File: config.mk
export PLATFORM = sky130hd
export DESIGN_NAME = pe_writeback
export DESIGN_NICKNAME = d
export VERILOG_FILES = /design/src/rtl/pe_writeback_pkg.sv /design/src/rtl/pe_writeback_tag_delay_line.sv /design/src/rtl/pe_writeback.sv
export SDC_FILE = /design/constraint.sdc
export NUM_CORES = 1
export LEC_CHECK = 0
export ABC_AREA = 1
export CORE_ASPECT_RATIO = 0.75
export CORE_MARGIN = 5
export CORE_UTILIZATION = 50
export DETAILED_ROUTE_END_ITERATION = 7
export PLACE_DENSITY = 0.69
export SYNTH_ARGS = -nofsm -noshare
export SYNTH_HDL_FRONTEND = slang
export SYNTH_SLANG_ARGS = --single-unit
File: constraint.sdc
create_clock -name clk -period 2.21 [get_ports clk]
set_clock_uncertainty 0.2 [all_clocks]
set_input_delay 0.221 -clock clk [delete_from_list [all_inputs] [get_ports clk]]
set_output_delay 0.221 -clock clk [all_outputs]
set_load 0.005 [all_outputs]
File: src/rtl/pe_writeback_pkg.sv
// Shared constants and types for the butterfly write-back block.
package pe_writeback_pkg;

  // Default geometry of one NTT/INTT stage
  localparam int DATA_W    = 14;
  localparam int ADDR_W    = 8;
  localparam int NUM_PAIRS = 256;
  localparam int LAT_NTT   = 9;
  localparam int LAT_INTT  = 7;

  // Stage controller states
  typedef enum logic [1:0] {
    ST_IDLE  = 2'd0,
    ST_RUN   = 2'd1,
    ST_DRAIN = 2'd2
  } state_e;

  // Larger of two integers, used to size the delay line
  function automatic int max_int(input int a, input int b);
    return (a > b) ? a : b;
  endfunction

endpackage

File: src/rtl/pe_writeback_tag_delay_line.sv
// Shift register carrying {valid, addr_upper, addr_lower} alongside the
// butterfly pipeline. The tap position follows the latched mode so the
// addresses emerge exactly when the matching butterfly results do.
module tag_delay_line #(
  parameter int ADDR_W   = 8,
  parameter int LAT_NTT  = 9,
  parameter int LAT_INTT = 7
) (
  input  logic              clk,
  input  logic              rst,
  input  logic              flush,
  input  logic              mode,
  input  logic              push_valid,
  input  logic [ADDR_W-1:0] push_upper,
  input  logic [ADDR_W-1:0] push_lower,
  output logic              tap_valid,
  output logic [ADDR_W-1:0] tap_upper,
  output logic [ADDR_W-1:0] tap_lower
);
  import pe_writeback_pkg::*;

  // Stage k holds an entry pushed k+1 edges ago, so the tap at index LAT
  // lines up with the register stage that follows the butterfly output.
  localparam int DEPTH = max_int(LAT_NTT, LAT_INTT) + 1;

  logic [DEPTH-1:0]  valid_q, valid_d;
  logic [ADDR_W-1:0] upper_q [DEPTH];
  logic [ADDR_W-1:0] upper_d [DEPTH];
  logic [ADDR_W-1:0] lower_q [DEPTH];
  logic [ADDR_W-1:0] lower_d [DEPTH];

  // Shift one stage per cycle; a flush drops every in-flight tag
  always_comb begin
    valid_d    = {valid_q[DEPTH-2:0], push_valid};
    upper_d[0] = push_upper;
    lower_d[0] = push_lower;
    for (int i = 1; i < DEPTH; i++) begin
      upper_d[i] = upper_q[i-1];
      lower_d[i] = lower_q[i-1];
    end
    if (flush) valid_d = '0;
  end

  // Delay-line registers
  always_ff @(posedge clk or negedge rst) begin
    if (!rst) begin
      valid_q <= '0;
      for (int i = 0; i < DEPTH; i++) begin
        upper_q[i] <= '0;
        lower_q[i] <= '0;
      end
    end else begin
      valid_q <= valid_d;
      upper_q <= upper_d;
      lower_q <= lower_d;
    end
  end

  // Mode-selected tap
  always_comb begin
    if (mode) begin
      tap_valid = valid_q[LAT_INTT];
      tap_upper = upper_q[LAT_INTT];
      tap_lower = lower_q[LAT_INTT];
    end else begin
      tap_valid = valid_q[LAT_NTT];
      tap_upper = upper_q[LAT_NTT];
      tap_lower = lower_q[LAT_NTT];
    end
  end

endmodule

File: src/rtl/pe_writeback.sv
// Write-back controller for one NTT/INTT stage: tracks issued butterfly
// pairs, re-times their read addresses to match the butterfly latency and
// writes the results back to both banks.
module pe_writeback #(
  parameter int DATA_W    = pe_writeback_pkg::DATA_W,
  parameter int ADDR_W    = pe_writeback_pkg::ADDR_W,
  parameter int NUM_PAIRS = pe_writeback_pkg::NUM_PAIRS,
  parameter int LAT_NTT   = pe_writeback_pkg::LAT_NTT,
  parameter int LAT_INTT  = pe_writeback_pkg::LAT_INTT
) (
  input  logic              clk,
  input  logic              rst,
  input  logic              start,
  input  logic              sel_ntt,
  input  logic              issue_valid,
  input  logic [ADDR_W-1:0] issue_addr_upper,
  input  logic [ADDR_W-1:0] issue_addr_lower,
  input  logic [DATA_W-1:0] bf_upper,
  input  logic [DATA_W-1:0] bf_lower,
  output logic              wr_en,
  output logic [ADDR_W-1:0] wr_addr_upper,
  output logic [ADDR_W-1:0] wr_addr_lower,
  output logic [DATA_W-1:0] wr_data_upper,
  output logic [DATA_W-1:0] wr_data_lower,
  output logic              busy,
  output logic              done,
  output logic              err
);
  import pe_writeback_pkg::*;

  localparam int               CNT_W    = $clog2(NUM_PAIRS + 1);
  localparam logic [CNT_W-1:0] CNT_MAX  = CNT_W'(NUM_PAIRS);
  localparam logic [CNT_W-1:0] CNT_LAST = CNT_W'(NUM_PAIRS - 1);
  localparam logic [CNT_W-1:0] CNT_ONE  = CNT_W'(1);

  state_e            state_q, state_d;
  logic              mode_q, mode_d;
  logic [CNT_W-1:0]  issue_cnt_q, issue_cnt_d;
  logic [CNT_W-1:0]  wr_cnt_q, wr_cnt_d;
  logic              err_q, err_d;
  logic              wr_en_q, wr_en_d;
  logic              done_q, done_d;
  logic [ADDR_W-1:0] wr_addr_upper_q, wr_addr_upper_d;
  logic [ADDR_W-1:0] wr_addr_lower_q, wr_addr_lower_d;
  logic [DATA_W-1:0] wr_data_upper_q, wr_data_upper_d;
  logic [DATA_W-1:0] wr_data_lower_q, wr_data_lower_d;

  logic              start_acc, issue_acc, proto_err;
  logic              tap_valid;
  logic [ADDR_W-1:0] tap_upper, tap_lower;

  // Only IDLE accepts a start and only RUN accepts issues; anything else
  // is a protocol violation that is flagged but otherwise ignored.
  assign start_acc = start && (state_q == ST_IDLE);
  assign issue_acc = issue_valid && (state_q == ST_RUN);
  assign proto_err = (start && (state_q != ST_IDLE)) ||
                     (issue_valid && (state_q != ST_RUN));

  tag_delay_line #(
    .ADDR_W   (ADDR_W),
    .LAT_NTT  (LAT_NTT),
    .LAT_INTT (LAT_INTT)
  ) u_tag_delay_line (
    .clk        (clk),
    .rst        (rst),
    .flush      (start_acc),
    .mode       (mode_q),
    .push_valid (issue_acc),
    .push_upper (issue_addr_upper),
    .push_lower (issue_addr_lower),
    .tap_valid  (tap_valid),
    .tap_upper  (tap_upper),
    .tap_lower  (tap_lower)
  );

  // FSM state register
  always_ff @(posedge clk or negedge rst) begin
    if (!rst) state_q <= ST_IDLE;
    else      state_q <= state_d;
  end

  // FSM next state: the final issue and the final write each end their phase
  always_comb begin
    state_d = state_q;
    case (state_q)
      ST_IDLE:  if (start) state_d = ST_RUN;
      ST_RUN:   if (issue_acc && (issue_cnt_q == CNT_LAST)) state_d = ST_DRAIN;
      ST_DRAIN: if (wr_cnt_q == CNT_MAX) state_d = ST_IDLE;
      default:  state_d = ST_IDLE;
    endcase
  end

  // FSM outputs
  always_comb begin
    busy = (state_q != ST_IDLE);
  end

  // Counters, mode latch, error flag and write-port next values
  always_comb begin
    mode_d          = mode_q;
    issue_cnt_d     = issue_cnt_q;
    wr_cnt_d        = wr_cnt_q;
    err_d           = err_q;
    wr_en_d         = tap_valid;
    done_d          = 1'b0;
    wr_addr_upper_d = wr_addr_upper_q;
    wr_addr_lower_d = wr_addr_lower_q;
    wr_data_upper_d = wr_data_upper_q;
    wr_data_lower_d = wr_data_lower_q;

    if (start_acc) begin
      mode_d      = sel_ntt;
      issue_cnt_d = '0;
      wr_cnt_d    = '0;
      err_d       = 1'b0;
    end

    if (issue_acc && (issue_cnt_q != CNT_MAX)) issue_cnt_d = issue_cnt_q + CNT_ONE;

    // Address and data are captured together so they land in one write
    if (tap_valid) begin
      wr_addr_upper_d = tap_upper;
      wr_addr_lower_d = tap_lower;
      wr_data_upper_d = bf_upper;
      wr_data_lower_d = bf_lower;
      if (wr_cnt_q != CNT_MAX) wr_cnt_d = wr_cnt_q + CNT_ONE;
      if (wr_cnt_q == CNT_LAST) done_d = 1'b1;
    end

    if (proto_err) err_d = 1'b1;
  end

  // Datapath and control registers
  always_ff @(posedge clk or negedge rst) begin
    if (!rst) begin
      mode_q          <= 1'b0;
      issue_cnt_q     <= '0;
      wr_cnt_q        <= '0;
      err_q           <= 1'b0;
      wr_en_q         <= 1'b0;
      done_q          <= 1'b0;
      wr_addr_upper_q <= '0;
      wr_addr_lower_q <= '0;
      wr_data_upper_q <= '0;
      wr_data_lower_q <= '0;
    end else begin
      mode_q          <= mode_d;
      issue_cnt_q     <= issue_cnt_d;
      wr_cnt_q        <= wr_cnt_d;
      err_q           <= err_d;
      wr_en_q         <= wr_en_d;
      done_q          <= done_d;
      wr_addr_upper_q <= wr_addr_upper_d;
      wr_addr_lower_q <= wr_addr_lower_d;
      wr_data_upper_q <= wr_data_upper_d;
      wr_data_lower_q <= wr_data_lower_d;
    end
  end

  assign wr_en         = wr_en_q;
  assign done          = done_q;
  assign err           = err_q;
  assign wr_addr_upper = wr_addr_upper_q;
  assign wr_addr_lower = wr_addr_lower_q;
  assign wr_data_upper = wr_data_upper_q;
  assign wr_data_lower = wr_data_lower_q;

endmodule

==> results.py <==
metrics = {
    "outcome": {
        "outcome": "complete, no violations",
    },
    "yosys": {
        "synth_top_area_share_pct": 78.8,
        "ys_seq_area_share_pct": 78.8,
        "ys_top_cells_by_area": "dfrtp_1 79%, nand2_1 8.6%, nor2_1 3.0%, nand3_1 2.1%, inv_1 1.8%",
        "synth_top_area_cell": "dfrtp_1",
        "synth.distinct_cells": 19,
        "ys.warnings.count": 0,
        "synth-main-ff-cell": "dfrtp_1",
        "synth_most_common_cell": "dfrtp_1",
        "ys_ff_latch": 238,
        "synth_common_cells": "238 x dfrtp_1, 173 x nand2_1, 60 x nor2_1",
        "netlist_area_um2": 7560,
        "ys_async_sr_fraction_pct": 100,
        "synthCells": 595,
        "synth_nets": 650,
        "synth_edf_count": 0,
        "syn_area_per_cell_um2": 12.7,
    },
    "setup_path": {
        "critPathLaunch": "state_q[1]",
        "r2r-end": "wr_data_upper[1]",
        "critPathMaxStageDelay_ns": 0.49,
        "worst_setup_path_end_kind": "output port",
        "start_kind": "register",
        "timing.rr.start": "mode_q",
        "path_class": "reg -> out",
        "cp.arrival_ns": 1.51,
        "path_max_fanout": 4,
        "crit_path_cell_trace": "inv_1 > nand2_1 > clkdlybuf4s50_1",
        "r2r_slack_ns": 0.30,
        "critical-path-slowest-cell": "clkdlybuf4s50_1",
        "reg2regPathDepth": 5,
        "cp_data_required_time_ns": 1.79,
    },
    "global_route": {
        "grt_pass1_vias": 4537,
        "grt-ovfl-total": 0,
        "grt_pass1_wl_um": 22300,
        "grt_usage_pct": 15.2,
        "antenna_found_initial": 0,
        "grt_start_max_net_pins": 72,
    },
    "routing": {
        "vias": 4391,
        "wl_per_cell_um": 13.5,
        "drt_pass1_iterations": 4,
        "drt_iter0_drc": 222,
        "antenna_left": 0,
        "wirelength_um": 12700,
        "drc": 0,
        "post_drt_via_cell_ratio": 4.67,
    },
    "die": {
        "core_um2": 14600,
        "io_pins": 97,
        "die_y_um": 116,
        "dieArea_um2": 17700,
        "initial_core_util_pct": 51.6,
        "die_w_um": 152,
        "num_rows": 38,
    },
    "timing": {
        "slew_headroom_pct": 65.7,
        "worst_pin_slew_ns": 0.514,
        "setup_viol": 0,
        "holdWs_ns": 0.0717,
        "rsz0062_at_grt": "false",
        "setup_slack_ns": 0.283,
        "tns_ns": 0,
        "timing_max_transition_violations_final": 0,
        "hold_viol": 0,
        "clock.fmax_ghz": 0.519,
        "finalCritPeriodShare_pct": 87.2,
        "min_period_ns": 1.93,
    },
    "cts": {
        "cts-root-buf": "clkbuf_16",
        "htree_num_levels": 1,
        "post_cts_buffers": 0,
        "numCtsBuffers": 22,
        "cts.clk_slew.worst_paths_ns": 0.06,
        "cts.sinks": 238,
        "clk_latency_ns": 0.49,
        "clockBufferDepth": 3,
        "cts_tree": "done",
    },
    "power_and_ir_drop": {
        "ir_drop_mv": 0.728,
        "power_per_cell_area_nw_per_um2": 890,
        "finalPower_mw": 8.61,
        "p_leak_nw": 4.56,
    },
    "place": {
        "pre_cts_ws_ns": 0.305,
        "io_buffers": 96,
        "place_congestion": 0.828,
        "dp_hpwl_um": 7930,
    },
    "cells_and_area": {
        "utilization_pct": 66.1,
        "finalNetCount": 780,
        "diodes": 0,
        "layout-drive-gt1-share_pct": 6.21,
        "area_growth_syn_to_layout_pct": 28.1,
    },
    "worst_hold_path": {
        "hold_class": "in -> reg",
        "min_to": "wr_data_lower[1]",
        "min_path_cells": 3,
        "min-delay-start": "bf_lower[1]",
    },
    "job": {
        "drv_cap": 0,
    },
}
power breakdown:
group / internal (mW) / leakage [nW] / switching, mW / total, mW
clock network: 2.25 / 0.357 / 1.48 / 3.73
registers: 4.53 / 2.86 / 0.0615 / 4.59
logic: 0.165 / 1.33 / 0.129 / 0.294
routing by layer:
metal  up-vias  track usage [%]  routed length [um]
met2       123             25.1                5980
met3        13             3.96                 834
met5         -                0                   0
li1       2111                -                   -
met4         0             3.17                 129
met1      2144             21.0                5730
area by class of cell:
class	count	area, um2
clock inverter	7	87.6
inverter	39	146
timing repair buffer	122	1250
fill	1055	4960
clock buffer	33	643
sequential	238	5960
tap	200	250
multi-input combinational	302	1350
registers in the layout (all words and copies together) (netlist names):
register	cells
issue_cnt_q	9
done	1
wr_addr_lower	8
u_tag_delay_line.upper_d	72
wr_data_upper	14
u_tag_delay_line.upper_q	8
state_q	2
mode_q	1
wr_addr_upper	8
u_tag_delay_line.lower_d	72
wr_data_lower	14
u_tag_delay_line.lower_q	8
wr_en	1
wr_cnt_q	9
err	1
u_tag_delay_line.valid_q	10
layout by cell type, fill, tap and decap left out, types with 5 or more instances in the layout:
master and n:
buf_4 5, xor2_1 5, dfrtp_1 238, clkbuf_1 7
nor2_1 60, clkbuf_16 23, ha_1 6, o31ai_1 16
nand3_1 31, clkdlybuf4s50_1 95, dlygate4sd3_1 17, nand2_1 173
inv_1 37
worst max-delay path, delay by kind of cell, from the launching register on:
family                 cells  cell delay [ns]
buffers and inverters      2             0.57
DFF                        1             0.38
and+or+nand+nor            1             0.07
through the flow:
stage | cells | instance area [um2]
after global routing | 941 | 9680
final | 941 | 9680
after floorplan | 595 | 7560
after global placement | 884 | 8780
after CTS | 941 | 9680
after detailed placement | 884 | 8780
worst max-delay path by stage:
stage,end,slack (ns)
after floorplan,wr_cnt_q[8],0.56
after global placement,wr_data_upper[6],0.36
after detailed placement,wr_data_upper[1],0.30
final,busy,0.28
after global routing,wr_data_upper[5],0.15
after CTS,busy,0.25
timing repair:
action,CTS,global route
gates resized for setup,0,0
hold buffers,17,0
endpoints found under the hold margin,254,0
cells by family after synthesis:
| family | after synthesis | share of synthesized area, % |
|---|---|---|
| adder cells (fa/ha/maj) | 6 | 0.993 |
| AND/OR/NAND/NOR | 269 | 14.1 |
| XOR/XNOR | 5 | 0.579 |
| buffers and inverters | 55 | 3.41 |
| flip-flops | 238 | 78.8 |
| AO/OA/AOI/OAI | 22 | 2.17 |
Note: power is estimated with default switching activity, not from simulation.
